--- src/rtl/pc_fetch_unit.sv ---
// PC / instruction-fetch stage feeding the 16-bit imem and the decode register.
// Optional FETCH_COUNT_EN adds o_fetch_cnt, a saturating count of sequential captures.
module pc_fetch_unit #(
    parameter logic [15:0] RESET_PC   = 16'h0000,
    parameter logic [15:0] PC_STEP    = 16'd2,
    parameter int          IMEM_DEPTH = 15
) (
    input  logic        i_clk,
    input  logic        i_rst,
    input  logic        i_stall,
    input  logic        i_branch_en,
    input  logic [15:0] i_branch_off,
    input  logic        i_jump_en,
    input  logic [15:0] i_jump_target,
    input  logic [15:0] i_InstrData,
    output logic [15:0] o_Addr,
    output logic [15:0] o_instr,
    output logic        o_instr_valid,
    output logic [15:0] o_pc_plus2,
`ifdef FETCH_COUNT_EN
    output logic [15:0] o_fetch_cnt,
`endif
    output logic        o_halted
);

    localparam logic [15:0] LAST_PC = 16'(2 * (IMEM_DEPTH - 1));

    typedef enum logic {FETCH, HALT} state_t;

    state_t      state, state_n;
    logic [15:0] pc, pc_n;
    logic [15:0] instr_n;
    logic [15:0] pc_plus2_n;
    logic        valid_n;
    logic        capture;

    assign o_Addr   = pc;
    assign o_halted = (state == HALT);

    always_ff @(posedge i_clk or posedge i_rst) begin
        if (i_rst) begin
            state         <= FETCH;
            pc            <= RESET_PC;
            o_instr       <= 16'h0000;
            o_instr_valid <= 1'b0;
            o_pc_plus2    <= 16'h0000;
        end else begin
            state         <= state_n;
            pc            <= pc_n;
            o_instr       <= instr_n;
            o_instr_valid <= valid_n;
            o_pc_plus2    <= pc_plus2_n;
        end
    end

    // Redirects only count when they come from a live instruction.
    always_comb begin
        state_n    = state;
        pc_n       = pc;
        instr_n    = o_instr;
        pc_plus2_n = o_pc_plus2;
        valid_n    = o_instr_valid;
        capture    = 1'b0;
        unique case (state)
            FETCH: begin
                if (o_instr_valid && i_jump_en) begin
                    pc_n    = i_jump_target & 16'hFFFE;
                    valid_n = 1'b0;
                end else if (o_instr_valid && i_branch_en) begin
                    pc_n    = o_pc_plus2 + (i_branch_off << 1);
                    valid_n = 1'b0;
                end else if (i_stall) begin
                    pc_n = pc;
                end else if (pc > LAST_PC) begin
                    state_n = HALT;
                    valid_n = 1'b0;
                end else begin
                    capture    = 1'b1;
                    instr_n    = i_InstrData;
                    pc_plus2_n = pc + PC_STEP;
                    valid_n    = 1'b1;
                    pc_n       = pc + PC_STEP;
                end
            end
            HALT: begin
                state_n = HALT;
            end
        endcase
    end

`ifdef FETCH_COUNT_EN
    always_ff @(posedge i_clk or posedge i_rst) begin
        if (i_rst)
            o_fetch_cnt <= 16'h0000;
        else if (capture && o_fetch_cnt != 16'hFFFF)
            o_fetch_cnt <= o_fetch_cnt + 16'd1;
    end
`else
    logic unused_capture;
    assign unused_capture = capture;
`endif

endmodule

--- config.mk ---
export PLATFORM = sky130hd
export DESIGN_NAME = pc_fetch_unit
export DESIGN_NICKNAME = d
export VERILOG_FILES = /design/src/rtl/pc_fetch_unit.sv
export SDC_FILE = /design/constraint.sdc
export NUM_CORES = 1
export LEC_CHECK = 0
export CORE_MARGIN = 5
export CORE_UTILIZATION = 42
export CTS_CLUSTER_SIZE = 14
export DETAILED_ROUTE_END_ITERATION = 8
export PLACE_DENSITY_LB_ADDON = 0.1
export SYNTH_ARGS = -nofsm -noshare
export SYNTH_HDL_FRONTEND = slang
export SYNTH_SLANG_ARGS = --single-unit
--- constraint.sdc ---
create_clock -name i_clk -period 2.25 [get_ports i_clk]
set_input_delay 0.45 -clock i_clk [delete_from_list [all_inputs] [get_ports i_clk]]
set_output_delay 0.45 -clock i_clk [all_outputs]
set_load 0.02 [all_outputs]
==> flow_metrics.tcl, run 1 <==
set metrics [dict create \
    p_sw_frac 0.254 \
    diodes 0 \
    cts-hold-fix-buffers 0 \
    finalHoldViolCount 0 \
    skew_ns 0.00905 \
    place_congestion 0.901 \
    io_buffers 100 \
    synth_area_sq_mm 0.00311 \
    clkPwrFrac 0.324 \
    status "finished, violations left" \
    syn-instance-count 328 \
    grt_usage 0.211 \
    post-place-cells 573 \
    numCtsBuffers 5 \
    fin_util 0.689 \
    finalCriticalPeriod_ns 2.29 \
    hp-class "input port to asynchronous set/reset pin" \
    ys_types 53 \
    final_cell_mix "clkdlybuf4s50_1, buf_4, dfrtp_1" \
    fin_cells 587 \
    ir_drop_mv 0.276 \
    async_reset_ff_frac 1.00 \
    synth-main-ff-cell "dfrtp_1" \
    required_ns 2.45 \
    die_width_um 96.1 \
    antenna_left 0 \
    ios 103 \
    dp_hpwl_um 7200 \
    p_switching_uw 471 \
    clk_pin_slew_ns 0.10 \
    tritoncts "yes" \
    drt_iter0_drc 125 \
    end_kind "register" \
    nFillCells 565 \
    multi_input_area_sq_mm 0.00190 \
    power.share.combinational 0.180 \
    yosysWarningCount 0 \
    drive_gt1_frac 0.258 \
    syn_area_per_cell_sq_um 9.49 \
    grt_pass1_vias 3187 \
    viasPerCell 5.27 \
    die_h_um 96.1 \
    root_buffer "clkbuf_8" \
    grt_pass1_wl_um 15300 \
    area_growth_pct 60.7 \
    sequentialPowerShare 0.496 \
    slew_headroom 0.706 \
    start_util 0.429 \
    rsz0062_at_grt "true" \
    cellLeakagePower_uw 0.00228 \
    power.internal_uw 1380 \
    wl_um 9410 \
    globalRouteOverflowTotal 0 \
    violations "setup timing" \
    row_count 31 \
    num_vias 3091 \
    power_density_mw_per_mm2 370 \
    drtPass1Iterations 4 \
    regArea_sq_mm 0.00125 \
    wl_per_cell_um 16.0 \
    synth_fp_nets 397 \
    antenna_found_initial 0 \
    final_common_cell "clkdlybuf4s50_1" \
    yosysSeqAreaShare 0.402 \
    synth_edf_count 0 \
    cts.htree.levels 2 \
    clockBufferDepth 2 \
    cp_max_fo 6 \
    insertion_delay_ns 0.31 \
    maxCapViolCount 0 \
    setup_viol 3 \
    worst_slew_pin_slew_ns 0.436 \
    fin_crit_sh 1.02 \
    setup_ws_ns -0.0357 \
    coreArea_sq_mm 0.00725 \
    maxSlewViolCount 0 \
    nNetsFinal 556 \
    clock_sinks 50 \
    drc 0 \
    critPathKind "register to register" \
    max_freq_mhz 438 \
    die-area_sq_mm 0.00923 \
    critPathLaunchType "register" \
    grt_start_max_net_pins 51 \
    synth_seq_cells 50 \
    cp.arrival_ns 2.49 \
]
## cells in the mapped netlist, types with 2 or more instances
master    instances  share of area
a211oi_1          7          0.017
a21o_1            5          0.012
a21oi_1          22          0.035
a221oi_1          2         0.0056
a22o_1            2         0.0056
a22oi_1           3         0.0072
a31oi_1           4         0.0080
a32o_1            3         0.0096
and2_1            2         0.0040
and3_1            4         0.0080
and4_1            3         0.0084
buf_2             2         0.0032
buf_6             2         0.0072
clkbuf_1          8         0.0096
dfrtp_1          50           0.40
ha_1             15          0.060
inv_1            15          0.018
mux2_2           19          0.069
mux2i_1           2         0.0064
nand2_1          23          0.028
nand2b_1          6          0.012
nand3_1           9          0.014
nand4_1           3         0.0060
nor2_1           30          0.036
nor2b_1          13          0.026
nor3_1            3         0.0048
o2111a_1          2         0.0072
o211ai_1          2         0.0048
o21ai_0          19          0.031
o22ai_1           7          0.014
o31ai_1           4         0.0096
or3_1             2         0.0040
or4_1             3         0.0072
xnor2_1           4          0.011
xor2_1           10          0.028
## critical path: stages, from the launching register on
cell	delay, ns
dfrtp_2	0.41
or4_4	0.54
or2_4	0.26
o41ai_4	0.39
buf_6	0.20
nand2_8	0.08
a211oi_2	0.24
a211oi_2	0.06
## cells by family after synthesis
family / share of synthesized area
and+or+nand+nor: 0.181
AOI/OAI and AO/OA: 0.195
DFF: 0.402
buffers and inverters: 0.0406
muxes: 0.0752
adders and majority gates: 0.0667
xor gates and xnor gates: 0.0394
## power groups by stage
stage / Sequential (uW) / Clock [uW] / Combinational, uW
3_3_place_gp: 936 / 0 / 313
2_1_floorplan: 956 / 0 / 104
3_5_place_dp: 936 / 0 / 316
6_report: 919 / 601 / 333
4_1_cts: 919 / 619 / 326
5_1_grt: 921 / 661 / 361
## worst paths after layout
path	from	endpoint	slack [ns]	cells after the start
max	o_Addr[6]$_DFFE_PP0P_	o_Addr[9]$_DFFE_PP0P_	-0.04	7
min	i_rst	o_instr[5]$_DFFE_PP0P_	0.49	3
max reg2reg	o_Addr[6]$_DFFE_PP0P_	o_Addr[9]$_DFFE_PP0P_	-0.04	7
min reg2reg	o_instr[6]$_DFFE_PP0P_	o_instr[6]$_DFFE_PP0P_	0.51	1
max in group asynchronous	i_rst	o_Addr[5]$_DFFE_PP0P_	1.51	3
min in group i_clk	o_instr[6]$_DFFE_PP0P_	o_instr[6]$_DFFE_PP0P_	0.51	1
## sequential cells by signal, summed over array words and instances, names as in the netlist
| signal | cells |
|---|---|
| o_Addr | 16 |
| o_halted | 1 |
| o_instr | 16 |
| o_instr_valid | 1 |
| o_pc_plus2 | 16 |
## timing repair
item	4_1_cts	5_1_grt
buffers inserted	4	2
setup endpoints to repair	23	27
pin swaps	20	10
gates resized for setup	24	12
## through the flow
| step | setup WS, ns | TNS, ns | cell area [sq um] | hold slack, ns | total power, uW |
|---|---|---|---|---|---|
| after floorplan | -0.122 | -0.656 | 3140 | 0.546 | 1060 |
| after global placement | -0.560 | -4.80 | 4660 | 0.489 | 1250 |
| after detailed placement | -0.647 | -5.26 | 4660 | 0.495 | 1250 |
| after CTS | -0.0346 | -0.0508 | 4930 | 0.499 | 1860 |
| after global routing | -0.138 | -0.896 | 5000 | 0.524 | 1940 |
| final | -0.0357 | -0.0939 | 5000 | 0.490 | 1850 |
## cell type report
class / instances / share of cell area
Sequential cell: 50 / 0.251
Clock inverter: 1 / 0.00175
Timing Repair Buffer: 165 / 0.312
Clock buffer: 7 / 0.0193
Inverter: 15 / 0.0113
Multi-Input combinational cell: 250 / 0.380
Tap cell: 99 / 0.0248
## metal layers
layer | global-route usage | wire length [um] | vias up | share of wire
met5 | 0 | 0 | - | 0
met4 | 0.0581 | 144 | 0 | 0.015
met3 | 0.0399 | 441 | 11 | 0.047
met2 | 0.365 | 4830 | 69 | 0.51
met1 | 0.268 | 3990 | 1499 | 0.42
li1 | - | - | 1512 | -
Power figures use the tool's default switching activity.
==> run 2, diff against run 1 <==
--- a/config.mk
+++ b/config.mk
@@ -9,6 +9,7 @@
 export CORE_UTILIZATION = 42
 export CTS_CLUSTER_SIZE = 14
 export DETAILED_ROUTE_END_ITERATION = 8
+export GPL_ROUTABILITY_DRIVEN = 0
 export PLACE_DENSITY_LB_ADDON = 0.1
 export SYNTH_ARGS = -nofsm -noshare
 export SYNTH_HDL_FRONTEND = slang
==> flow_metrics.tcl, run 2 (same netlist as run 1, synthesis figures left out) <==
set metrics [dict create \
    status "finished, violations left" \
    violations "setup timing" \
    power_density_mw_per_mm2 381 \
    fin_cells 589 \
    io_buffers 100 \
    max_freq_mhz 432 \
    drc 0 \
    path_buf_inv 1 \
    grt_start_max_net_pins 51 \
    clockBufferDepth 2 \
    die_h_um 96.1 \
    cp_top_family "simple AND/OR/NAND/NOR gates" \
    ir_drop_mv 0.279 \
    maxSlewViolCount 0 \
    row_count 31 \
    required_ns 2.43 \
    rsz0062_at_grt "true" \
    die-area_sq_mm 0.00923 \
    viasPerCell 5.28 \
    finalHoldViolCount 0 \
    worstReg2RegStart "o_Addr[11]$_DFFE_PP0P_" \
    critPathSlowestCell "or4_4" \
    cp_cell_sequence "or4_4 > or2_4 > o41ai_4 > buf_6 > nand2_8 > nor4_4 > a211oi_2" \
    maxCapViolCount 0 \
    clk_pin_slew_ns 0.10 \
    cellLeakagePower_uw 0.00230 \
    ios 103 \
    tritoncts "yes" \
    fin_crit_sh 1.03 \
    insertion_delay_ns 0.31 \
    end_kind "register" \
    cp.arrival_ns 2.50 \
    num_vias 3108 \
    hp-class "input port to asynchronous set/reset pin" \
    critPathLaunchType "register" \
    drive_gt1_frac 0.273 \
    cts-hold-fix-buffers 0 \
    wl_um 9500 \
    worst_slew_pin_slew_ns 0.484 \
    power_uw 1930 \
    numCtsBuffers 5 \
    reg2reg_depth 7 \
    root_buffer "clkbuf_8" \
    r2r_end "o_Addr[13]$_DFFE_PP0P_" \
    final_cell_mix "clkdlybuf4s50_1, buf_4, dfrtp_1" \
    coreArea_sq_mm 0.00725 \
    nNetsFinal 558 \
    slew_headroom 0.676 \
    start_util 0.429 \
    antenna_found_initial 0 \
    path_depth 7 \
    cts.htree.levels 2 \
    drtPass1Iterations 4 \
    dp_hpwl_um 7260 \
    wl_per_cell_um 16.1 \
    final_common_cell "clkdlybuf4s50_1" \
    die_width_um 96.1 \
    skew_ns 0.0107 \
    setup_viol 8 \
    clock_sinks 50 \
    slowest_delay_ns 0.55 \
    finalCriticalPeriod_ns 2.31 \
    drt_iter0_drc 148 \
    diodes 0 \
    grt_pass1_wl_um 15100 \
    antenna_left 0 \
    grt_usage 0.208 \
    post-place-cells 576 \
    grt_pass1_vias 3185 \
    critPathKind "register to register" \
    setup_ws_ns -0.0638 \
    r2r_slack_ns -0.06 \
    globalRouteOverflowTotal 0 \
    area_growth_pct 63.1 \
    cp_max_fo 6 \
    finalSetupTns_ns -0.240 \
]
## run 2: cell count changes in the layout (fill, tap and decap cells not counted), moves of 2 or more
cell and change:
nor2_1 -2, buf_6 +2, o31ai_1 -2, o21ai_0 -2, nor2_4 +2
## run 2: worst register-to-register path, cell delays in order, from the launching register on
cell and delay [ns]:
dfrtp_1 0.40, or4_4 0.55, or2_4 0.28, o41ai_4 0.41, buf_6 0.21, nand2_8 0.09
nor4_4 0.19, a211oi_2 0.08
## run 2: report_power, final
group | total [uW] | switching, uW | internal (uW) | leakage (uW)
Combinational | 340 | 149 | 190 | 0.00159
Sequential | 919 | 9.17 | 910 | 0.000650
Clock | 674 | 311 | 363 | 0.0000585
Total | 1930 | 470 | 1460 | 0.00230
## run 2: timing repair
action	CTS	global route
hold endpoints to repair	0	0
endpoints found under the setup margin	16	32
gates cloned	1	0
buffers inserted	0	5
gates resized for setup	22	29
pin swaps	13	12
## run 2: per-layer routing
layer  wire, um  track usage  vias to the layer above
met2       4830        0.360                       86
met4        171       0.0640                        0
met3        463       0.0383                       13
met5          0            0                        -
li1           -            -                     1518
met1       4030        0.262                     1491
## run 2: cell type report
class | instances | area, sq um
fill | 565 | 2180
clock buffer | 7 | 86.3
inverter | 15 | 56.3
clock inverter | 1 | 30.0
timing repair buffer | 167 | 1570
multi-input combinational | 250 | 1960
sequential | 50 | 1250
tap | 99 | 124
## run 2: worst max path at each step
stage | start | to | slack [ns]
6_report | o_Addr[11]$_DFFE_PP0P_ | o_Addr[13]$_DFFE_PP0P_ | -0.06
5_1_grt | o_Addr[11]$_DFFE_PP0P_ | o_Addr[13]$_DFFE_PP0P_ | -0.12
4_1_cts | o_Addr[6]$_DFFE_PP0P_ | o_Addr[13]$_DFFE_PP0P_ | -0.05
3_5_place_dp | i_branch_off[0] | o_Addr[11]$_DFFE_PP0P_ | -0.64
3_3_place_gp | i_branch_off[0] | o_Addr[11]$_DFFE_PP0P_ | -0.56
2_1_floorplan | o_Addr[6]$_DFFE_PP0P_ | o_Addr[8]$_DFFE_PP0P_ | -0.12
## run 2: through the flow
stage / worst slack (ns) / cell area (sq um) / utilization / hold slack (ns)
3_5_place_dp: -0.638 / 4680 / 0.646 / 0.494
2_1_floorplan: -0.122 / 3140 / - / 0.546
3_3_place_gp: -0.565 / 4680 / 0.646 / 0.488
6_report: -0.0638 / 5080 / 0.700 / 0.498
5_1_grt: -0.123 / 5080 / 0.700 / 0.522
4_1_cts: -0.0463 / 4900 / 0.675 / 0.512
